**config.mk**
```make
export PLATFORM = sky130hd
export DESIGN_NAME = stopwatch_ctrl
export DESIGN_NICKNAME = d
export VERILOG_FILES = /design/src/rtl/stopwatch_pkg.sv /design/src/rtl/key_debounce.sv /design/src/rtl/stopwatch_ctrl.sv
export SDC_FILE = /design/constraint.sdc
export NUM_CORES = 1
export LEC_CHECK = 0
export BUFFER_PORTS_ARGS = -buffer_cell sky130_fd_sc_hd__buf_2
export CAP_MARGIN = 20
export CORE_UTILIZATION = 63
export CTS_CLUSTER_DIAMETER = 60
export CTS_CLUSTER_SIZE = 28
export DETAILED_ROUTE_END_ITERATION = 16
export PLACE_DENSITY = 0.8
export SLEW_MARGIN = 20
export SYNTH_ARGS = -nofsm -noshare
export SYNTH_HDL_FRONTEND = slang
export SYNTH_SLANG_ARGS = --single-unit
```
**constraint.sdc**
```tcl
create_clock -name CLOCK_50 -period 2.7 [get_ports CLOCK_50]
set_clock_uncertainty 0.05 [all_clocks]
set_input_delay 0.54 -clock CLOCK_50 [delete_from_list [all_inputs] [get_ports CLOCK_50]]
set_output_delay 0.54 -clock CLOCK_50 [all_outputs]
set_load 0.005 [all_outputs]
```
**src/rtl/stopwatch_pkg.sv**
```systemverilog
// Shared types and default timing constants for the stopwatch front end.
// The downstream BCD counter stage also refers to TICK_CYCLES_DEFAULT.
package stopwatch_pkg;

  typedef enum logic [1:0] {
    STOPPED  = 2'd0,
    ARMED    = 2'd1,
    RUNNING  = 2'd2,
    WAIT_REL = 2'd3
  } state_e;

  localparam int DEBOUNCE_CYCLES_DEFAULT = 1_000_000;
  localparam int HOLD_CYCLES_DEFAULT     = 50_000_000;
  localparam int TICK_CYCLES_DEFAULT     = 500_000;

  // Counter width that stays legal for a terminal count of 1.
  function automatic int cnt_width(input int n);
    return (n > 1) ? $clog2(n) : 1;
  endfunction

endpackage

```
**src/rtl/key_debounce.sv**
```systemverilog
// Two-flop synchronizer plus stable-level debounce for an active-low key.
// Reusable for any push-button, including the reset key.
module key_debounce
  import stopwatch_pkg::*;
#(
  parameter int DEBOUNCE_CYCLES = DEBOUNCE_CYCLES_DEFAULT
) (
  input  logic clk,
  input  logic rst,
  input  logic key_n,
  output logic key_level
);

  localparam int            CW       = cnt_width(DEBOUNCE_CYCLES);
  localparam logic [CW-1:0] CNT_LAST = CW'(DEBOUNCE_CYCLES - 1);

  logic [1:0]    sync_q, sync_d;
  logic [CW-1:0] cnt_q, cnt_d;
  logic          level_q, level_d;
  logic          pressed_s;

  always_ff @(posedge clk or posedge rst) begin
    if (rst) begin
      sync_q  <= 2'b11;
      cnt_q   <= '0;
      level_q <= 1'b0;
    end else begin
      sync_q  <= sync_d;
      cnt_q   <= cnt_d;
      level_q <= level_d;
    end
  end

  always_comb begin
    sync_d    = {sync_q[0], key_n};
    pressed_s = ~sync_q[1];
    cnt_d     = '0;
    level_d   = level_q;
    // Any cycle where the levels agree restarts the stability window.
    if (pressed_s != level_q) begin
      if (cnt_q == CNT_LAST) begin
        level_d = pressed_s;
      end else begin
        cnt_d = cnt_q + CW'(1);
      end
    end
  end

  assign key_level = level_q;

endmodule

```
**src/rtl/stopwatch_ctrl.sv**
```systemverilog
// Start/stop/clear control for the 4-digit stopwatch: debounced key, FSM,
// hold-to-clear timer and the 100 Hz count-enable divider.
module stopwatch_ctrl
  import stopwatch_pkg::*;
#(
  parameter int DEBOUNCE_CYCLES = DEBOUNCE_CYCLES_DEFAULT,
  parameter int HOLD_CYCLES     = HOLD_CYCLES_DEFAULT,
  parameter int TICK_CYCLES     = TICK_CYCLES_DEFAULT
) (
  input  logic CLOCK_50,
  input  logic rst,
  input  logic key_n,
  output logic key_level,
  output logic running,
  output logic tick,
  output logic clear
);

  localparam int            HW        = cnt_width(HOLD_CYCLES);
  localparam int            TW        = cnt_width(TICK_CYCLES);
  localparam logic [HW-1:0] HOLD_LAST = HW'(HOLD_CYCLES - 1);
  localparam logic [TW-1:0] TICK_LAST = TW'(TICK_CYCLES - 1);

  state_e        state_q, state_d;
  logic [HW-1:0] hold_q, hold_d;
  logic [TW-1:0] div_q, div_d;
  logic          wrap_q, wrap_d;
  logic          key_prev_q, key_prev_d;
  logic          running_q, running_d;
  logic          tick_q, tick_d;
  logic          clear_q, clear_d;
  logic          key_level_s, press_s, release_s;

  key_debounce #(
    .DEBOUNCE_CYCLES(DEBOUNCE_CYCLES)
  ) u_key_debounce (
    .clk      (CLOCK_50),
    .rst      (rst),
    .key_n    (key_n),
    .key_level(key_level_s)
  );

  always_ff @(posedge CLOCK_50 or posedge rst) begin
    if (rst) begin
      state_q    <= STOPPED;
      hold_q     <= '0;
      div_q      <= '0;
      wrap_q     <= 1'b0;
      key_prev_q <= 1'b0;
      running_q  <= 1'b0;
      tick_q     <= 1'b0;
      clear_q    <= 1'b0;
    end else begin
      state_q    <= state_d;
      hold_q     <= hold_d;
      div_q      <= div_d;
      wrap_q     <= wrap_d;
      key_prev_q <= key_prev_d;
      running_q  <= running_d;
      tick_q     <= tick_d;
      clear_q    <= clear_d;
    end
  end

  always_comb begin
    key_prev_d = key_level_s;
    press_s    = key_level_s & ~key_prev_q;
    release_s  = ~key_level_s & key_prev_q;
    state_d    = state_q;
    hold_d     = hold_q;
    clear_d    = 1'b0;
    div_d      = div_q;
    wrap_d     = 1'b0;

    case (state_q)
      STOPPED: begin
        if (press_s) begin
          state_d = ARMED;
          hold_d  = '0;
        end
      end
      ARMED: begin
        if (hold_q == HOLD_LAST) begin
          clear_d = 1'b1;
          state_d = WAIT_REL;
        end else if (release_s) begin
          state_d = RUNNING;
        end else begin
          hold_d = hold_q + HW'(1);
        end
      end
      // Stopping on the press edge, not the release, keeps the time accurate.
      RUNNING: begin
        if (press_s) begin
          state_d = WAIT_REL;
        end
      end
      WAIT_REL: begin
        if (!key_level_s) begin
          state_d = STOPPED;
        end
      end
      default: state_d = STOPPED;
    endcase

    // Divider freezes outside RUNNING so the fractional phase survives a stop.
    if (state_q == RUNNING) begin
      if (div_q == TICK_LAST) begin
        div_d  = '0;
        wrap_d = 1'b1;
      end else begin
        div_d = div_q + TW'(1);
      end
    end
    if (clear_d) begin
      div_d = '0;
    end

    running_d = (state_d == RUNNING);
    tick_d    = wrap_q;
  end

  assign key_level = key_level_s;
  assign running   = running_q;
  assign tick      = tick_q;
  assign clear     = clear_q;

endmodule

```
==> out/metrics.yaml, run 1 <==
synth_edf_count: 0
cts_inserted_buffers: 9
vias: 3429
synth_cell_types: 52
diodes: 0
hold_path.class: "in2async"
syn_nets: 443
gp_congestion: 0.887
arrival_ps: 2700
placed_area_sq_mm: 0.00415
wirelength_microns: 8840
die_y_microns: 81.7
first_pass_iters: 5
worstSetupStartpointType: "flip-flop"
drt_iter0_markers: 290
yosys_warnings: 0
pin_count: 7
fill_cells: 465
ant_nets: 0
syn_area_sq_mm: 0.00400
grt_pass1_wl_microns: 14800
synthArstFlopShare_pct: 100
instances_no_fill: 528
syn2layout_area_growth_pct: 9.22
drv_slew: 0
start_util_pct: 66.4
powerDensity_mw_per_mm2: 490
regArea_sq_mm: 0.00188
setup.worst_path.class: "reg2reg"
drc: 0
cap_violations: 0
ys_ff_latch: 75
path_clk_slew_ps: 90
wl_per_cell_microns: 16.7
total_power_uw: 2140
cts_root_buf: "clkbuf_8"
port_buffers: 6
dr_wl_met3_microns: 497
nets: 454
period_needed_ps: 2520
hold_viol_final: 0
final_area_sq_mm: 0.00437
htreeDepth: 3
grt_max_degree: 76
yosys_most_used_dff: "dfrtp_1"
cts_setup_buffers: 0
hold_buffers: 0
cts_resized: 0
cts.sinks: 75
tightest_slew_ps: 744
grt_pass1_vias: 3277
end_kind: "flip-flop"
highest_layer: "met4"
final_layout_size_suffix_gt1_share_pct: 9.93
cp.required_ps: 2880
grt_setup_unrepaired: "false"
setup-tns-final_ps: 0
clk_path_buf_depth: 2
syn-instance-count: 437
syn_area_per_cell_sq_um: 9.16
fmax_mhz: 396
dp_cells: 512
wl_met1_microns: 3770
dieArea_sq_mm: 0.00668
fp.dieW_microns: 81.7
worst_skew_pair.late_latency_ps: 360
fin_crit_sh_pct: 93.4
dp_hpwl_microns: 6100
core-area_sq_mm: 0.00603
crit_fanout: 8
setup_viol: 0
multi_input_area_sq_mm: 0.00199
p_leak_uw: 0.00184
seq_area_frac_synth_pct: 47.0
gr-usage-all-layers_pct: 29.4
row_count: 28
grt_remaining_overflow: 0
cts_tree: "built"
peakVddDrop_v: 0.000516
antenna_found_initial: 0
hold_slack_ps: 211
drt-vias-per-instance: 6.49
dr_wl_met2_microns: 4350
status: "finished, final reports clean"
relSlewSlack_pct: 50.2
[worst max-delay path, cell delays in order (launching register included)]
cell and delay [ps]:
dfrtp_1 400, ha_1 230, nand3_1 170, or4_4 560
or3_1 470, o211a_1 250, a221o_1 270
[kinds of logic (layout without fill, tap and decap cells)]
group	after synthesis	after routing	share of synthesized area [%]
flip-flops	75	75	47.0
XOR/XNOR	24	24	5.25
buffers and inverters	32	48	3.22
multiplexers	6	6	1.53
AO/OA/AOI/OAI	80	80	13.8
AND/OR/NAND/NOR	217	217	28.3
adder cells (fa/ha/maj)	3	3	0.938
[routing by layer]
metal	global-route usage, %	vias to the layer above
li1	-	1611
met1	37.0	1642
met2	48.3	152
met3	5.22	24
met4	16.1	0
met5	0	-
[sequential cells by signal, summed over array words and instances, names as in the netlist]
signal / count
hold_q: 26
clear: 1
u_key_debounce.cnt_q: 20
div_q: 19
state_q: 2
tick: 1
key_prev_q: 1
u_key_debounce.key_level: 1
running: 1
tick_d: 1
u_key_debounce.sync_q: 2
[layout make-up]
class                   instances  area share, %
well taps                      75           2.15
flip-flops and latches         75           43.0
clock inverters                 6           2.03
clock buffers                  10           3.15
repair buffers                 16           2.69
multi-input cells             330           45.6
inverters                      16           1.37
[power breakdown]
group,total (uW),internal [uW],switching (uW)
Combinational,38.6,8.62,30.0
Sequential,1130,1130,4.26
Clock,973,545,427
Total,2140,1680,462
[Yosys cell counts, types with 4 or more instances]
| library cell | count | area (sq um) |
|---|---|---|
| o21a_1 | 5 | 37.5 |
| inv_1 | 16 | 60.1 |
| nand4_1 | 16 | 100 |
| and2_1 | 4 | 25.0 |
| or3_1 | 7 | 43.8 |
| or2_2 | 4 | 25.0 |
| nor3_1 | 18 | 90.1 |
| and4_1 | 5 | 43.8 |
| nor2_1 | 47 | 176 |
| or4_1 | 7 | 52.6 |
| nand3_1 | 20 | 100 |
| xnor2_1 | 19 | 166 |
| dfrtp_1 | 73 | 1830 |
| o21ai_0 | 17 | 85.1 |
| nor4_1 | 10 | 62.6 |
| a21oi_1 | 13 | 65.1 |
| and3_1 | 12 | 75.1 |
| nand2_1 | 46 | 173 |
| nand3b_1 | 5 | 37.5 |
| a211oi_1 | 5 | 37.5 |
| nor2b_1 | 4 | 25.0 |
| a22o_1 | 5 | 43.8 |
| mux2i_1 | 5 | 50.1 |
| o31ai_1 | 4 | 30.0 |
| o211ai_1 | 7 | 52.6 |
| a31oi_1 | 6 | 37.5 |
| xor2_1 | 5 | 43.8 |
| clkbuf_1 | 13 | 48.8 |
| nand2b_1 | 4 | 25.0 |
[worst paths after layout]
path | startpoint | endpoint | slack, ps | cells past startpoint
worst max-delay path | hold_q[1]$_DFFE_PP0P_ | hold_q[24]$_DFFE_PP0P_ | 180 | 6
worst min-delay path | rst | u_key_debounce.cnt_q[17]$_DFF_PP0_ | 210 | 3
worst max register to register | hold_q[1]$_DFFE_PP0P_ | hold_q[24]$_DFFE_PP0P_ | 180 | 6
worst min register to register | u_key_debounce.sync_q[0]$_DFF_PP1_ | u_key_debounce.sync_q[1]$_DFF_PP1_ | 310 | 0
max in group asynchronous | rst | u_key_debounce.sync_q[0]$_DFF_PP1_ | 2060 | 3
min in group CLOCK_50 | key_n | u_key_debounce.sync_q[0]$_DFF_PP1_ | 250 | 1
[placed cells by master (no fill, tap or decap), types with 13 or more instances in the layout]
cell and count:
xnor2_1 19, nor2_1 47, nand3_1 20, nand2_1 46, nor3_1 18, inv_1 15, dfrtp_1 73, o21ai_0 17
nand4_1 16, a21oi_1 13
[stage by stage]
step	setup slack [ps]	utilization (%)
global route	118	72.5
floorplan	203	-
CTS	202	72.5
detailed placement	211	68.8
global placement	329	68.8
finish	178	72.5
Note: power is estimated with default switching activity, not from simulation.
==> inputs of run 2 (changes only) <==
CORE_UTILIZATION = 32   (was 63)
PLACE_DENSITY = unset   (was 0.8)
==> out/metrics.yaml, run 2 (synthesis results as in run 1) <==
critPathMaxStageDelay_ps: 570  # about the same
layout_commonest_cell: "dfrtp_1"
wl_per_cell_microns: 14.2  # -15%
peakVddDrop_v: 0.000245  # -53%
cap_violations: 0  # unchanged
dp_hpwl_microns: 6180  # +1.3%
die_y_microns: 114  # +39%
power.switching_uw: 486  # +5.2%
period_needed_ps: 2460  # -61.7 ps
p_clk_share_pct: 52.1  # +6.7 points
fill_cells: 1222  # +160%
top_register: "hold_q"
hold_buffers: 0  # unchanged
powerDensity_mw_per_mm2: 534  # +8.8%
switching_share_pct: 19.8  # -1.7 points
cp.required_ps: 2870  # about the same
grt_setup_unrepaired: "false"
crit_slowest_cell: "or4_4"
worstSetupStartpointType: "flip-flop"
reg2reg_depth: 6  # unchanged
dieArea_sq_mm: 0.0130  # +94%
drt_iter0_markers: 160  # -45%
relSlewSlack_pct: 56.2  # +6.0 points
regArea_sq_mm: 0.00188  # unchanged
setup_viol: 0  # unchanged
core-area_sq_mm: 0.0121  # +100%
diodes: 0  # unchanged
hold_viol_final: 0  # unchanged
cellInternalPower_uw: 1970  # +17%
cts_resized: 0  # unchanged
port_buffers: 6  # unchanged
vias: 3300  # -3.8%
gp_congestion: 0.801  # -9.7%
worst_skew_pair.late_latency_ps: 330  # -30 ps
fmax_mhz: 406  # +2.5%
cts_inserted_buffers: 9  # unchanged
mostFrequentLayoutCells: "dfrtp_1 (73), nor2_1 (47), nand2_1 (46), nand3_1 (20), xnor2_1 (19)"
pre_cts_ws_ps: 252  # +41.2 ps
fin_ws_ps: 239  # +61.7 ps
syn2layout_area_growth_pct: 14.8
fin_crit_sh_pct: 91.1  # -2.3 points
crit_fanout: 8  # unchanged
ant_nets: 0  # unchanged
end_kind: "flip-flop"
start_util_pct: 33.0  # -33 points
row_count: 40  # +43%
setup.worst_path.class: "reg2reg"
hold_path.class: "in2async"
p_seq_share_pct: 46.3  # -6.5 points
final_layout_size_suffix_gt1_share_pct: 10.1  # +0.20 points
arrival_ps: 2630  # -70 ps
p_leak_uw: 0.00190  # +3.0%
grt_pass1_wl_microns: 15100  # +1.9%
placed_area_sq_mm: 0.00428  # +3.2%
final_area_sq_mm: 0.00459  # +5.1%
setup-tns-final_ps: 0  # unchanged
dp_cells: 607  # +19%
multi_input_area_sq_mm: 0.00199  # unchanged
power_frac_comb_pct: 1.6  # -0.2 points
gr-usage-all-layers_pct: 14.8  # -15 points
grt_remaining_overflow: 0  # unchanged
clk_path_buf_depth: 2  # unchanged
top_regs: "hold_q x26, u_key_debounce.cnt_q x20, div_q x19"
cts_setup_buffers: 0  # unchanged
tightest_slew_ps: 655  # -89.6 ps
grt_pass1_vias: 3179  # -3.0%
cts_tree: "built"
instances_no_fill: 622  # +18%
status: "finished, final reports clean"
drv_slew: 0  # unchanged
grt_max_degree: 41  # -46%
drc: 0  # unchanged
path_clk_slew_ps: 60  # -30 ps
first_pass_iters: 4  # -1
cts_root_buf: "clkbuf_16"
cts.sinks: 75  # unchanged
wirelength_microns: 8830  # -0.10%
pin_count: 7  # unchanged
fp.dieW_microns: 114  # +39%
drt-vias-per-instance: 5.31  # -18%
antenna_found_initial: 0  # unchanged
post-route-util_pct: 37.9  # -35 points
nets: 456  # +0.44%
htreeDepth: 3  # unchanged
largest_reg_flops: 26  # unchanged
path_cells: "ha_1 -> nand3_1 -> or4_4 -> or3_1 -> o211a_1 -> a221o_1"
[run 2: changes by cell type in the layout (fill, tap and decap cells not counted)]
cell / before / now
clkinv_4: 1 / 0
clkinv_2: 1 / 2
clkinvlp_4: 2 / 1
buf_4: 9 / 11
clkbuf_8: 10 / 1
clkbuf_16: 0 / 9
[run 2: path summary, 6_finish.rpt]
path,endpoint,slack [ps],start
setup / recovery,hold_q[24]$_DFFE_PP0P_,240,hold_q[0]$_DFFE_PP0P_
hold / removal,div_q[18]$_DFFE_PP0P_,100,rst
setup reg to reg,hold_q[24]$_DFFE_PP0P_,240,hold_q[0]$_DFFE_PP0P_
hold reg to reg,tick$_DFF_PP0_,300,tick_d$_DFF_PP0_
max in group asynchronous,hold_q[13]$_DFFE_PP0P_,1870,rst
min in group CLOCK_50,u_key_debounce.sync_q[0]$_DFF_PP1_,260,key_n
[run 2: area by class of cell]
cell class / instances / area share [%]
well taps: 168 / 4.58
flip-flops and latches: 75 / 40.9
clock buffers: 10 / 5.20
repair buffers: 18 / 2.89
inverters: 16 / 1.31
multi-input cells: 330 / 43.4
clock inverters: 5 / 1.69
[run 2: power by group through the flow]
stage                     Sequential (uW)  Combinational (uW)  Clock (uW)
after floorplan                      1150                26.3           0
after detailed placement             1150                42.5           0
after global routing                 1130                46.8        1350
after global placement               1150                41.7           0
after CTS                            1130                42.7        1310
final                                1130                40.0        1280
[run 2: critical path, delay by kind of cell (launching register included)]
family	cells	cell delay [ps]
and+or+nand+nor	3	1190
DFF	1	390
AOI/OAI and AO/OA	2	490
adders and majority gates	1	220
[run 2: routing by layer]
metal | up-vias | track usage, % | wire length (microns)
met4 | 0 | 4.94 | 87
li1 | 1620 | - | -
met1 | 1625 | 18.8 | 4150
met2 | 46 | 24.7 | 4320
met3 | 9 | 3.51 | 280
met5 | - | 0 | 0
[run 2: stage by stage]
step / hold WS [ps] / total power [uW]
after CTS: 106 / 2480
after global placement: 282 / 1200
after floorplan: 281 / 1180
final: 104 / 2450
after global routing: 125 / 2530
after detailed placement: 286 / 1200
